**src/rtl/guvm_wb_pkg.sv**
```systemverilog
// guvm_wb_pkg: shared types and constants for the two-master Wishbone arbiter.
// The NOP fill word is also used by the bench as the idle read-data pattern.
package guvm_wb_pkg;

  localparam int WB_ADR_W = 32;
  localparam int WB_DAT_W = 128;

  // amber NOP instruction, used to fill unused read data
  localparam logic [31:0] WB_NOP_FILL = 32'hF0801003;

  typedef enum logic [1:0] {
    WB_IDLE  = 2'd0,
    WB_BUSY  = 2'd1,
    WB_ABORT = 2'd2
  } wb_state_e;

  // Round-robin pointer after the one-hot owner leaves: 1 means m1 is preferred next.
  function automatic logic wb_next_rr(input logic [1:0] grant);
    return grant[0];
  endfunction

  // Full data-bus word filled with NOP instructions.
  function automatic logic [WB_DAT_W-1:0] wb_nop_line();
    return {(WB_DAT_W / 32){WB_NOP_FILL}};
  endfunction

endpackage

```
**src/rtl/guvm_wb_watchdog.sv**
```systemverilog
// guvm_wb_watchdog: counts strobed cycles without a slave response, fires
// when the count reaches TIMEOUT and keeps a saturating count of aborts.
// Only instantiated when GUVM_WB_TIMEOUT_EN is defined.
module guvm_wb_watchdog
  import guvm_wb_pkg::*;
#(
  parameter int TIMEOUT = 64
) (
  input  logic       i_clk,
  input  logic       i_rst_n,
  input  logic       i_busy,
  input  logic       i_stb,
  input  logic       i_resp,
  input  logic       i_release,
  output logic       o_fire,
  output logic [7:0] o_abort_cnt
);

  // Fires while the count already holds TIMEOUT-1 and another silent strobe cycle passes.
  localparam logic [7:0] LAST_CNT = 8'(TIMEOUT - 1);

  logic [7:0] cnt_q, cnt_d;
  logic [7:0] abort_cnt_q, abort_cnt_d;

  // Silent-cycle counter: counts strobes without response, clears on response or state change.
  always_comb begin
    cnt_d  = 8'd0;
    o_fire = 1'b0;
    if (i_busy && !i_release && !i_resp) begin
      if (i_stb) begin
        if (cnt_q == LAST_CNT) begin
          o_fire = 1'b1;
          cnt_d  = 8'd0;
        end else begin
          cnt_d = cnt_q + 8'd1;
        end
      end else begin
        cnt_d = cnt_q;
      end
    end else begin
      cnt_d = 8'd0;
    end
  end

  // Abort counter: one step per fire, saturating at 255.
  always_comb begin
    abort_cnt_d = abort_cnt_q;
    if (o_fire && (abort_cnt_q != 8'hFF)) begin
      abort_cnt_d = abort_cnt_q + 8'd1;
    end else begin
      abort_cnt_d = abort_cnt_q;
    end
  end

  // Counter registers.
  always_ff @(posedge i_clk or negedge i_rst_n) begin
    if (!i_rst_n) begin
      cnt_q       <= 8'd0;
      abort_cnt_q <= 8'd0;
    end else begin
      cnt_q       <= cnt_d;
      abort_cnt_q <= abort_cnt_d;
    end
  end

  assign o_abort_cnt = abort_cnt_q;

endmodule

```
**src/rtl/guvm_wb_arbiter.sv**
```systemverilog
// guvm_wb_arbiter: shares one Wishbone slave between the amber core (m0) and
// the GUVM master (m1). Round-robin grant on contention, grant held for the
// whole cyc burst, responses routed to the owner only.
// Optional watchdog abort: define GUVM_WB_TIMEOUT_EN.
module guvm_wb_arbiter
  import guvm_wb_pkg::*;
#(
  parameter int ADR_W   = WB_ADR_W,
  parameter int DAT_W   = WB_DAT_W,
  parameter int TIMEOUT = 64
) (
  input  logic               i_clk,
  input  logic               i_rst_n,
  input  logic [ADR_W-1:0]   i_m0_wb_adr,
  input  logic [DAT_W/8-1:0] i_m0_wb_sel,
  input  logic               i_m0_wb_we,
  input  logic [DAT_W-1:0]   i_m0_wb_dat,
  input  logic               i_m0_wb_cyc,
  input  logic               i_m0_wb_stb,
  output logic [DAT_W-1:0]   o_m0_wb_dat,
  output logic               o_m0_wb_ack,
  output logic               o_m0_wb_err,
  input  logic [ADR_W-1:0]   i_m1_wb_adr,
  input  logic [DAT_W/8-1:0] i_m1_wb_sel,
  input  logic               i_m1_wb_we,
  input  logic [DAT_W-1:0]   i_m1_wb_dat,
  input  logic               i_m1_wb_cyc,
  input  logic               i_m1_wb_stb,
  output logic [DAT_W-1:0]   o_m1_wb_dat,
  output logic               o_m1_wb_ack,
  output logic               o_m1_wb_err,
  output logic [ADR_W-1:0]   o_s_wb_adr,
  output logic [DAT_W/8-1:0] o_s_wb_sel,
  output logic               o_s_wb_we,
  output logic [DAT_W-1:0]   o_s_wb_dat,
  output logic               o_s_wb_cyc,
  output logic               o_s_wb_stb,
  input  logic [DAT_W-1:0]   i_s_wb_dat,
  input  logic               i_s_wb_ack,
  input  logic               i_s_wb_err,
  output logic [1:0]         o_grant,
  output logic [7:0]         o_timeout_cnt
);

  // Elaboration-time guard on the watchdog limit.
  if ((TIMEOUT < 2) || (TIMEOUT > 255)) begin : g_bad_timeout
    $error("guvm_wb_arbiter: TIMEOUT must lie in 2..255");
  end

  wb_state_e  state_q, state_d;
  logic [1:0] grant_q, grant_d;
  logic       rr_q, rr_d;
  logic       owner_cyc_s;
  logic       resp_ack_s;
  logic       wd_fire_s;
  logic       abort_entry_s;

  // owner is m1 when grant_q[1] is set, otherwise m0
  assign owner_cyc_s = grant_q[1] ? i_m1_wb_cyc : i_m0_wb_cyc;
  // err wins over ack when the slave drives both
  assign resp_ack_s  = i_s_wb_ack & ~i_s_wb_err;

`ifdef GUVM_WB_TIMEOUT_EN
  logic abort_entry_q, abort_entry_d;

  guvm_wb_watchdog #(
    .TIMEOUT (TIMEOUT)
  ) u_watchdog (
    .i_clk       (i_clk),
    .i_rst_n     (i_rst_n),
    .i_busy      (state_q == WB_BUSY),
    .i_stb       (o_s_wb_stb),
    .i_resp      (i_s_wb_ack | i_s_wb_err),
    .i_release   (!owner_cyc_s),
    .o_fire      (wd_fire_s),
    .o_abort_cnt (o_timeout_cnt)
  );

  // Flags the single cycle in which the aborted owner receives err.
  always_comb begin
    abort_entry_d = (state_q == WB_BUSY) && (state_d == WB_ABORT);
  end

  // Abort-entry flag register.
  always_ff @(posedge i_clk or negedge i_rst_n) begin
    if (!i_rst_n) begin
      abort_entry_q <= 1'b0;
    end else begin
      abort_entry_q <= abort_entry_d;
    end
  end

  assign abort_entry_s = abort_entry_q;
`else
  assign wd_fire_s     = 1'b0;
  assign abort_entry_s = 1'b0;
  assign o_timeout_cnt = 8'd0;
`endif

  // Next-state: arbitration in IDLE, release/abort from BUSY, release from ABORT.
  always_comb begin
    state_d = state_q;
    grant_d = grant_q;
    rr_d    = rr_q;
    case (state_q)
      WB_IDLE: begin
        if (i_m0_wb_cyc && (!i_m1_wb_cyc || !rr_q)) begin
          state_d = WB_BUSY;
          grant_d = 2'b01;
        end else if (i_m1_wb_cyc) begin
          state_d = WB_BUSY;
          grant_d = 2'b10;
        end else begin
          state_d = WB_IDLE;
        end
      end
      WB_BUSY: begin
        if (!owner_cyc_s) begin
          state_d = WB_IDLE;
          grant_d = 2'b00;
          rr_d    = wb_next_rr(grant_q);
        end else if (wd_fire_s) begin
          state_d = WB_ABORT;
        end else begin
          state_d = WB_BUSY;
        end
      end
      WB_ABORT: begin
        if (!owner_cyc_s) begin
          state_d = WB_IDLE;
          grant_d = 2'b00;
          rr_d    = wb_next_rr(grant_q);
        end else begin
          state_d = WB_ABORT;
        end
      end
      default: begin
        state_d = WB_IDLE;
        grant_d = 2'b00;
      end
    endcase
  end

  // State, grant and round-robin pointer registers.
  always_ff @(posedge i_clk or negedge i_rst_n) begin
    if (!i_rst_n) begin
      state_q <= WB_IDLE;
      grant_q <= 2'b00;
      rr_q    <= 1'b0;
    end else begin
      state_q <= state_d;
      grant_q <= grant_d;
      rr_q    <= rr_d;
    end
  end

  // Slave-side mux and response routing; everything is zero unless BUSY.
  always_comb begin
    o_s_wb_adr  = {ADR_W{1'b0}};
    o_s_wb_sel  = {(DAT_W/8){1'b0}};
    o_s_wb_we   = 1'b0;
    o_s_wb_dat  = {DAT_W{1'b0}};
    o_s_wb_cyc  = 1'b0;
    o_s_wb_stb  = 1'b0;
    o_m0_wb_ack = 1'b0;
    o_m0_wb_err = 1'b0;
    o_m1_wb_ack = 1'b0;
    o_m1_wb_err = 1'b0;
    case (state_q)
      WB_BUSY: begin
        if (grant_q[1]) begin
          o_s_wb_adr  = i_m1_wb_adr;
          o_s_wb_sel  = i_m1_wb_sel;
          o_s_wb_we   = i_m1_wb_we;
          o_s_wb_dat  = i_m1_wb_dat;
          o_s_wb_cyc  = i_m1_wb_cyc;
          o_s_wb_stb  = i_m1_wb_stb;
          o_m1_wb_ack = resp_ack_s;
          o_m1_wb_err = i_s_wb_err;
        end else begin
          o_s_wb_adr  = i_m0_wb_adr;
          o_s_wb_sel  = i_m0_wb_sel;
          o_s_wb_we   = i_m0_wb_we;
          o_s_wb_dat  = i_m0_wb_dat;
          o_s_wb_cyc  = i_m0_wb_cyc;
          o_s_wb_stb  = i_m0_wb_stb;
          o_m0_wb_ack = resp_ack_s;
          o_m0_wb_err = i_s_wb_err;
        end
      end
      WB_ABORT: begin
        if (abort_entry_s) begin
          o_m1_wb_err = grant_q[1];
          o_m0_wb_err = ~grant_q[1];
        end else begin
          o_m0_wb_err = 1'b0;
        end
      end
      WB_IDLE: begin
        o_s_wb_cyc = 1'b0;
      end
      default: begin
        o_s_wb_cyc = 1'b0;
      end
    endcase
  end

  assign o_m0_wb_dat = i_s_wb_dat;
  assign o_m1_wb_dat = i_s_wb_dat;
  assign o_grant     = grant_q;

endmodule

```
**config.mk**
```make
export PLATFORM = sky130hd
export DESIGN_NAME = guvm_wb_arbiter
export DESIGN_NICKNAME = d
export VERILOG_FILES = /design/src/rtl/guvm_wb_pkg.sv /design/src/rtl/guvm_wb_watchdog.sv /design/src/rtl/guvm_wb_arbiter.sv
export SDC_FILE = /design/constraint.sdc
export NUM_CORES = 1
export LEC_CHECK = 0
export CAP_MARGIN = 5
export CORE_AREA = 10 10 356 358
export CTS_CLUSTER_DIAMETER = 30
export DETAILED_ROUTE_END_ITERATION = 12
export DIE_AREA = 0 0 366 368
export GPL_TIMING_DRIVEN = 0
export HOLD_SLACK_MARGIN = 0.06
export PLACE_DENSITY = 0.3
export SYNTH_ARGS = -nofsm -noshare
export SYNTH_HDL_FRONTEND = slang
export SYNTH_HIERARCHICAL = 1
export SYNTH_SLANG_ARGS = --single-unit
```
**constraint.sdc**
```tcl
create_clock -name i_clk -period 1.8 [get_ports i_clk]
set_clock_uncertainty 0.15 [all_clocks]
set_input_delay 0.18 -clock i_clk [delete_from_list [all_inputs] [get_ports i_clk]]
set_output_delay 0.18 -clock i_clk [all_outputs]
set_load 0.05 [all_outputs]
```
# Word level (Yosys, flattened, before mapping)
# Index checks and enable logic that the tools add are counted.
# totals
reg_bits	5
input_bits	490
out_inout_bits	449
elab_cells	47
# classes
eq_ne	4
muxes	29
bitwise_logic	3
reduce_logical	8
# op_table
operator	n
two-way mux 128 bit	2
two-way mux 32 bit	2
two-way mux 16 bit	2
two-way mux 1 bit	17
two-way mux 2 bit	4
one-hot mux 2 bit (3 select lines)	1
one-hot mux 2 bit (2 select lines)	1
AND reduction 2 bit	2
!= test 3 bit (second input constant)	1
== test 2 x 1 -> 1 bit (second input constant)	1
== test 2 bit (second input constant)	1
logical NOT 1 bit	2
logical NOT 2 bit	1
!= test 2 bit (second input constant)	1
NOT 1 bit	2
OR reduction 2 bit	1
AND 1 bit	1
logical AND 1 bit	1
logical OR 1 bit	1

# Longest topological paths before layout
# depth
depth_word	5
depth_mapped	6
depth_no_buf	5

# Least setup slack after synthesis
# No wires, ideal clock.
# synth_timing
kind	register to output
from	reg grant_q[1], in the netlist o_grant[1]
to	out o_m1_wb_ack
arrival_time_ns	2.219
t_required_ns	1.470
path_slack_ns	-0.749
path_stages_with_launch	4
path_buffers	2
cell_sequence	dfrtp_1 buf_6 buf_2 nor3b_1
# synth_between
elab_chain_cells	2
# synth_lines
item	line	source
start, declared	guvm_wb_arbiter.sv:51	logic [1:0] grant_q, grant_d;
start signal, assigned	guvm_wb_arbiter.sv:152	grant_q <= grant_d;
two-way mux 1 bit	guvm_wb_arbiter.sv:171	if (grant_q[1]) begin
two-way mux 1 bit	guvm_wb_arbiter.sv:169	case (state_q)
end, declared	guvm_wb_arbiter.sv:30	output logic o_m1_wb_ack,
# No other way between the ends.

# Final worst setup path
# layout_timing
from	reg grant_q[1], in the netlist o_grant[1]
to	out o_s_wb_dat[62]
# layout_between
elab_chain_cells	2
# layout_lines
item	line	source
two-way mux 128 bit	guvm_wb_arbiter.sv:171	
two-way mux 128 bit	guvm_wb_arbiter.sv:169	
end, declared	guvm_wb_arbiter.sv:35	output logic [DAT_W-1:0] o_s_wb_dat,
# No other way between the ends.

==> flow_metrics.env <==
export IMPL_power_report_internal_total_mw=12.8
export IMPL_timing_fmax_mhz=459
export IMPL_dr_total_vias=7945
export IMPL_dr_wl_met3_um=6120
export IMPL_synth_unique_cells=25
export IMPL_min_period_over_period_pct=121
export IMPL_drt_met1_wl_um=24600
export IMPL_die_width_um=366
export IMPL_final_net_count=2054
export IMPL_number_of_instances_in_the_synthesized_netlist=699
export IMPL_cts_path_max_buffers=2
export IMPL_postSynthRegisterBits=5
export IMPL_vias_in_the_first_global_route=8927
export IMPL_met2_wirelength_um=31500
export IMPL_outcome="finished, violations left"
export IMPL_core_area_sq_um=119000
export IMPL_rsz0062_at_grt="yes"
export IMPL_io_buffer_count=802
export IMPL_post_synth_instance_area_sq_um=5600
export IMPL_clock_latency_ns=0.23
export IMPL_clk_pin_slew_ns=0.03
export IMPL_origin_of_the_worst_setup_path="o_grant[1]$_DFFE_PN0P_"
export IMPL_timing_max_transition_violations_final=0
export IMPL_drt_pass1_iter_count=4
export IMPL_sequential_cell_area_sq_um=126
export IMPL_clock_tree_from_tritoncts="yes"
export IMPL_worstHoldPathType="register to register"
export IMPL_p_sw_share_pct=53.2
export IMPL_grt_pass1_wl_um=80000
export IMPL_setup_slack_ns=-0.378
export IMPL_cp_max_fo=10
export IMPL_dieArea_sq_um=135000
export IMPL_finalWorstPathRequiredPeriod_ns=2.18
export IMPL_cap_violations=0
export IMPL_ys_seq_area_share_pct=2.23
export IMPL_final_layout_size_suffix_gt1_share_pct=55.8
export IMPL_start_util_pct=4.69
export IMPL_timing_critical_path_from_type="register"
export IMPL_routed_wire_length_per_instance_um=19.8
export IMPL_grt_util_all_layers_pct=8.39
export IMPL_slew_headroom_pct=58.3
export IMPL_clkPwrFrac_pct=1.3
export IMPL_grt_antenna_before_repair=8
export IMPL_synthesis_yosys_warnings=6
export IMPL_drc=0
export IMPL_violations="setup timing"
export IMPL_dp_final_hpwl_um=53800
export IMPL_share_seq_of_total_power_pct=0.7
export IMPL_cts_root_buffer_cell="sky130_fd_sc_hd__clkbuf_16"
export IMPL_worst_setup_path_end_kind="primary output"
export IMPL_setup_total_negative_slack_ns=-44.84
export IMPL_total_power_divided_by_cell_area_nw_per_um2=1370
export IMPL_max_ir_drop_vdd_v=0.000741
export IMPL_synth_area_per_cell_sq_um=8.01
export IMPL_top_layer="met5"
export IMPL_crit_arrival_ns=1.85
export IMPL_dp_slack_ns=-2.27
export IMPL_dr_first_iter_drc_count=160
export IMPL_drtAntennaViolNets=0
export IMPL_clkSinkCount=5
export IMPL_grt_start_max_net_pins=11
export IMPL_worst_hold_startpoint="rr_q$_DFFE_PN0P_"
export IMPL_area_of_the_multi_input_gates_sq_um=5720
export IMPL_fillerInstances=13300
export IMPL_cts_made_buffers=3
export IMPL_num_io_pins=939
export IMPL_layout_overhead_on_the_synthesized_area_pct=255
export IMPL_report_final_hold_viol_count=0
export IMPL_setup_viol_count_final=181
export IMPL_timing_setup_critical_path_class="register to primary output"
export IMPL_htree_num_levels=1
export IMPL_postRouteWirelength_um=62900
export IMPL_switching_power_mw=14.5
export IMPL_placer_s_final_routability_congestion_estimate=0.788
export IMPL_post_drt_via_cell_ratio=2.51
export IMPL_combinationalPowerShare_pct=98.0
export IMPL_critical_path_required_ns=1.47
export IMPL_std_cell_rows=127
export IMPL_worst_pin_slew_ns=0.624
export IMPL_reg2reg_from="state_q[1]$_DFF_PN0_"
export IMPL_total_leakage_power_nw=7.86
export IMPL_global_route_overflow_total=0
export IMPL_floorplan_die_height_um=368
## power by group through the flow
stage                     Combinational, mW  Sequential, mW  Clock [mW]
after CTS                              24.1           0.191       0.364
after global placement                 20.4           0.184           0
after detailed placement               20.4           0.183           0
after global routing                   28.0           0.190       0.375
after floorplan                        13.1           0.234           0
final                                  26.8           0.186       0.362
## metrics by stage
| step | power, mW | instance area [sq um] | hold WS, ns | instances | utilization (%) |
|---|---|---|---|---|---|
| after global placement | 20.6 | 16500 | 0.290 | 3120 | 13.9 |
| after CTS | 24.7 | 18200 | 0.392 | 3142 | 15.2 |
| after detailed placement | 20.6 | 16500 | 0.297 | 3120 | 13.9 |
| after global routing | 28.5 | 19900 | 0.411 | 3170 | 16.7 |
| final | 27.3 | 19900 | 0.393 | 3171 | 16.7 |
| after floorplan | 13.3 | 6500 | -0.266 | 706 | - |
## cell usage in the layout, fill, tap and decap left out, drive strengths merged, types with 2 or more instances in the layout
cell type	netlist	final
inv	3	3
dfrtp	5	5
nor2	3	3
nor2b	179	179
a21oi	2	2
nand2	5	5
nor3b	2	2
mux2i	179	179
conb	1	8
clkbuf	17	39
o211ai	2	2
ha	5	5
clkdlybuf4s50	0	617
dlymetal6s2s	0	2
buf	288	497
## registers in the layout, indices dropped and copies added (netlist names)
name / count
state_q: 2
rr_q: 1
o_grant: 2
## Yosys cell counts (all sizes together)
master	n	area share, %
ha	5	1.1
o22ai	1	0.11
clkbuf	17	1.1
buf	288	41
mux2	1	0.27
nor2	3	0.20
and3	1	0.11
nor3	1	0.089
nor3b	2	0.27
mux2i	179	32
nand2	5	0.34
o21ai	1	0.089
o211ai	2	0.27
nand2b	1	0.11
a21oi	2	0.18
conb	1	0.067
a32o	1	0.18
inv	3	0.20
nor2b	179	20
nand3	1	0.089
dfrtp	5	2.2
## path summary, 6_finish.rpt
kind | slack (ns) | endpoint | depth (start not counted)
max | -0.38 | o_s_wb_dat[62] | 6
min | 0.39 | rr_q$_DFFE_PN0P_ | 1
max reg2reg | 0.01 | rr_q$_DFFE_PN0P_ | 7
min reg2reg | 0.39 | rr_q$_DFFE_PN0P_ | 1
max in group asynchronous | 0.66 | o_grant[1]$_DFFE_PN0P_ | 2
min in group asynchronous | 0.61 | o_grant[0]$_DFFE_PN0P_ | 2
## kinds of logic after synthesis
logic type	share of synthesized area [%]
adder cells (fa/ha/maj)	1.12
AND/OR/NAND/NOR	21.2
other	0.0670
multiplexers	32.5
AO/OA/AOI/OAI	0.827
buffers and inverters	42.1
flip-flops	2.23
## repair_timing
| action | 4_1_cts | 5_1_grt |
|---|---|---|
| buffers inserted | 5 | 19 |
| pin swaps | 1 | 0 |
| cloned | 12 | 11 |
| hold endpoints to repair | 2 | 0 |
| resized for setup | 1414 | 353 |
| endpoints found under the setup margin | 185 | 185 |
| hold buffers | 1 | 0 |
## final cells by class
type / count / share of cell area, %
Clock buffer: 4 / 0.396
Inverter: 3 / 0.0566
Buffer: 305 / 14.1
Multi-Input combinational cell: 393 / 28.8
Timing Repair Buffer: 848 / 45.9
Tap cell: 1612 / 10.1
Antenna cell: 1 / 0.0126
Sequential cell: 5 / 0.635
## routing by layer
metal	vias to the layer above	GRT usage, %
met3	30	3.60
met1	3686	9.49
met4	8	0.621
met2	488	15.1
li1	3733	-
met5	-	0
## critical path, stage by stage (launching register included)
cell,delay [ns]
sky130_fd_sc_hd__dfrtp_2,0.41
sky130_fd_sc_hd__buf_12,0.16
sky130_fd_sc_hd__buf_16,0.18
sky130_fd_sc_hd__buf_12,0.18
sky130_fd_sc_hd__mux2i_2,0.18
sky130_fd_sc_hd__nor2b_4,0.22
sky130_fd_sc_hd__buf_4,0.25
Power figures use the tool's default switching activity.
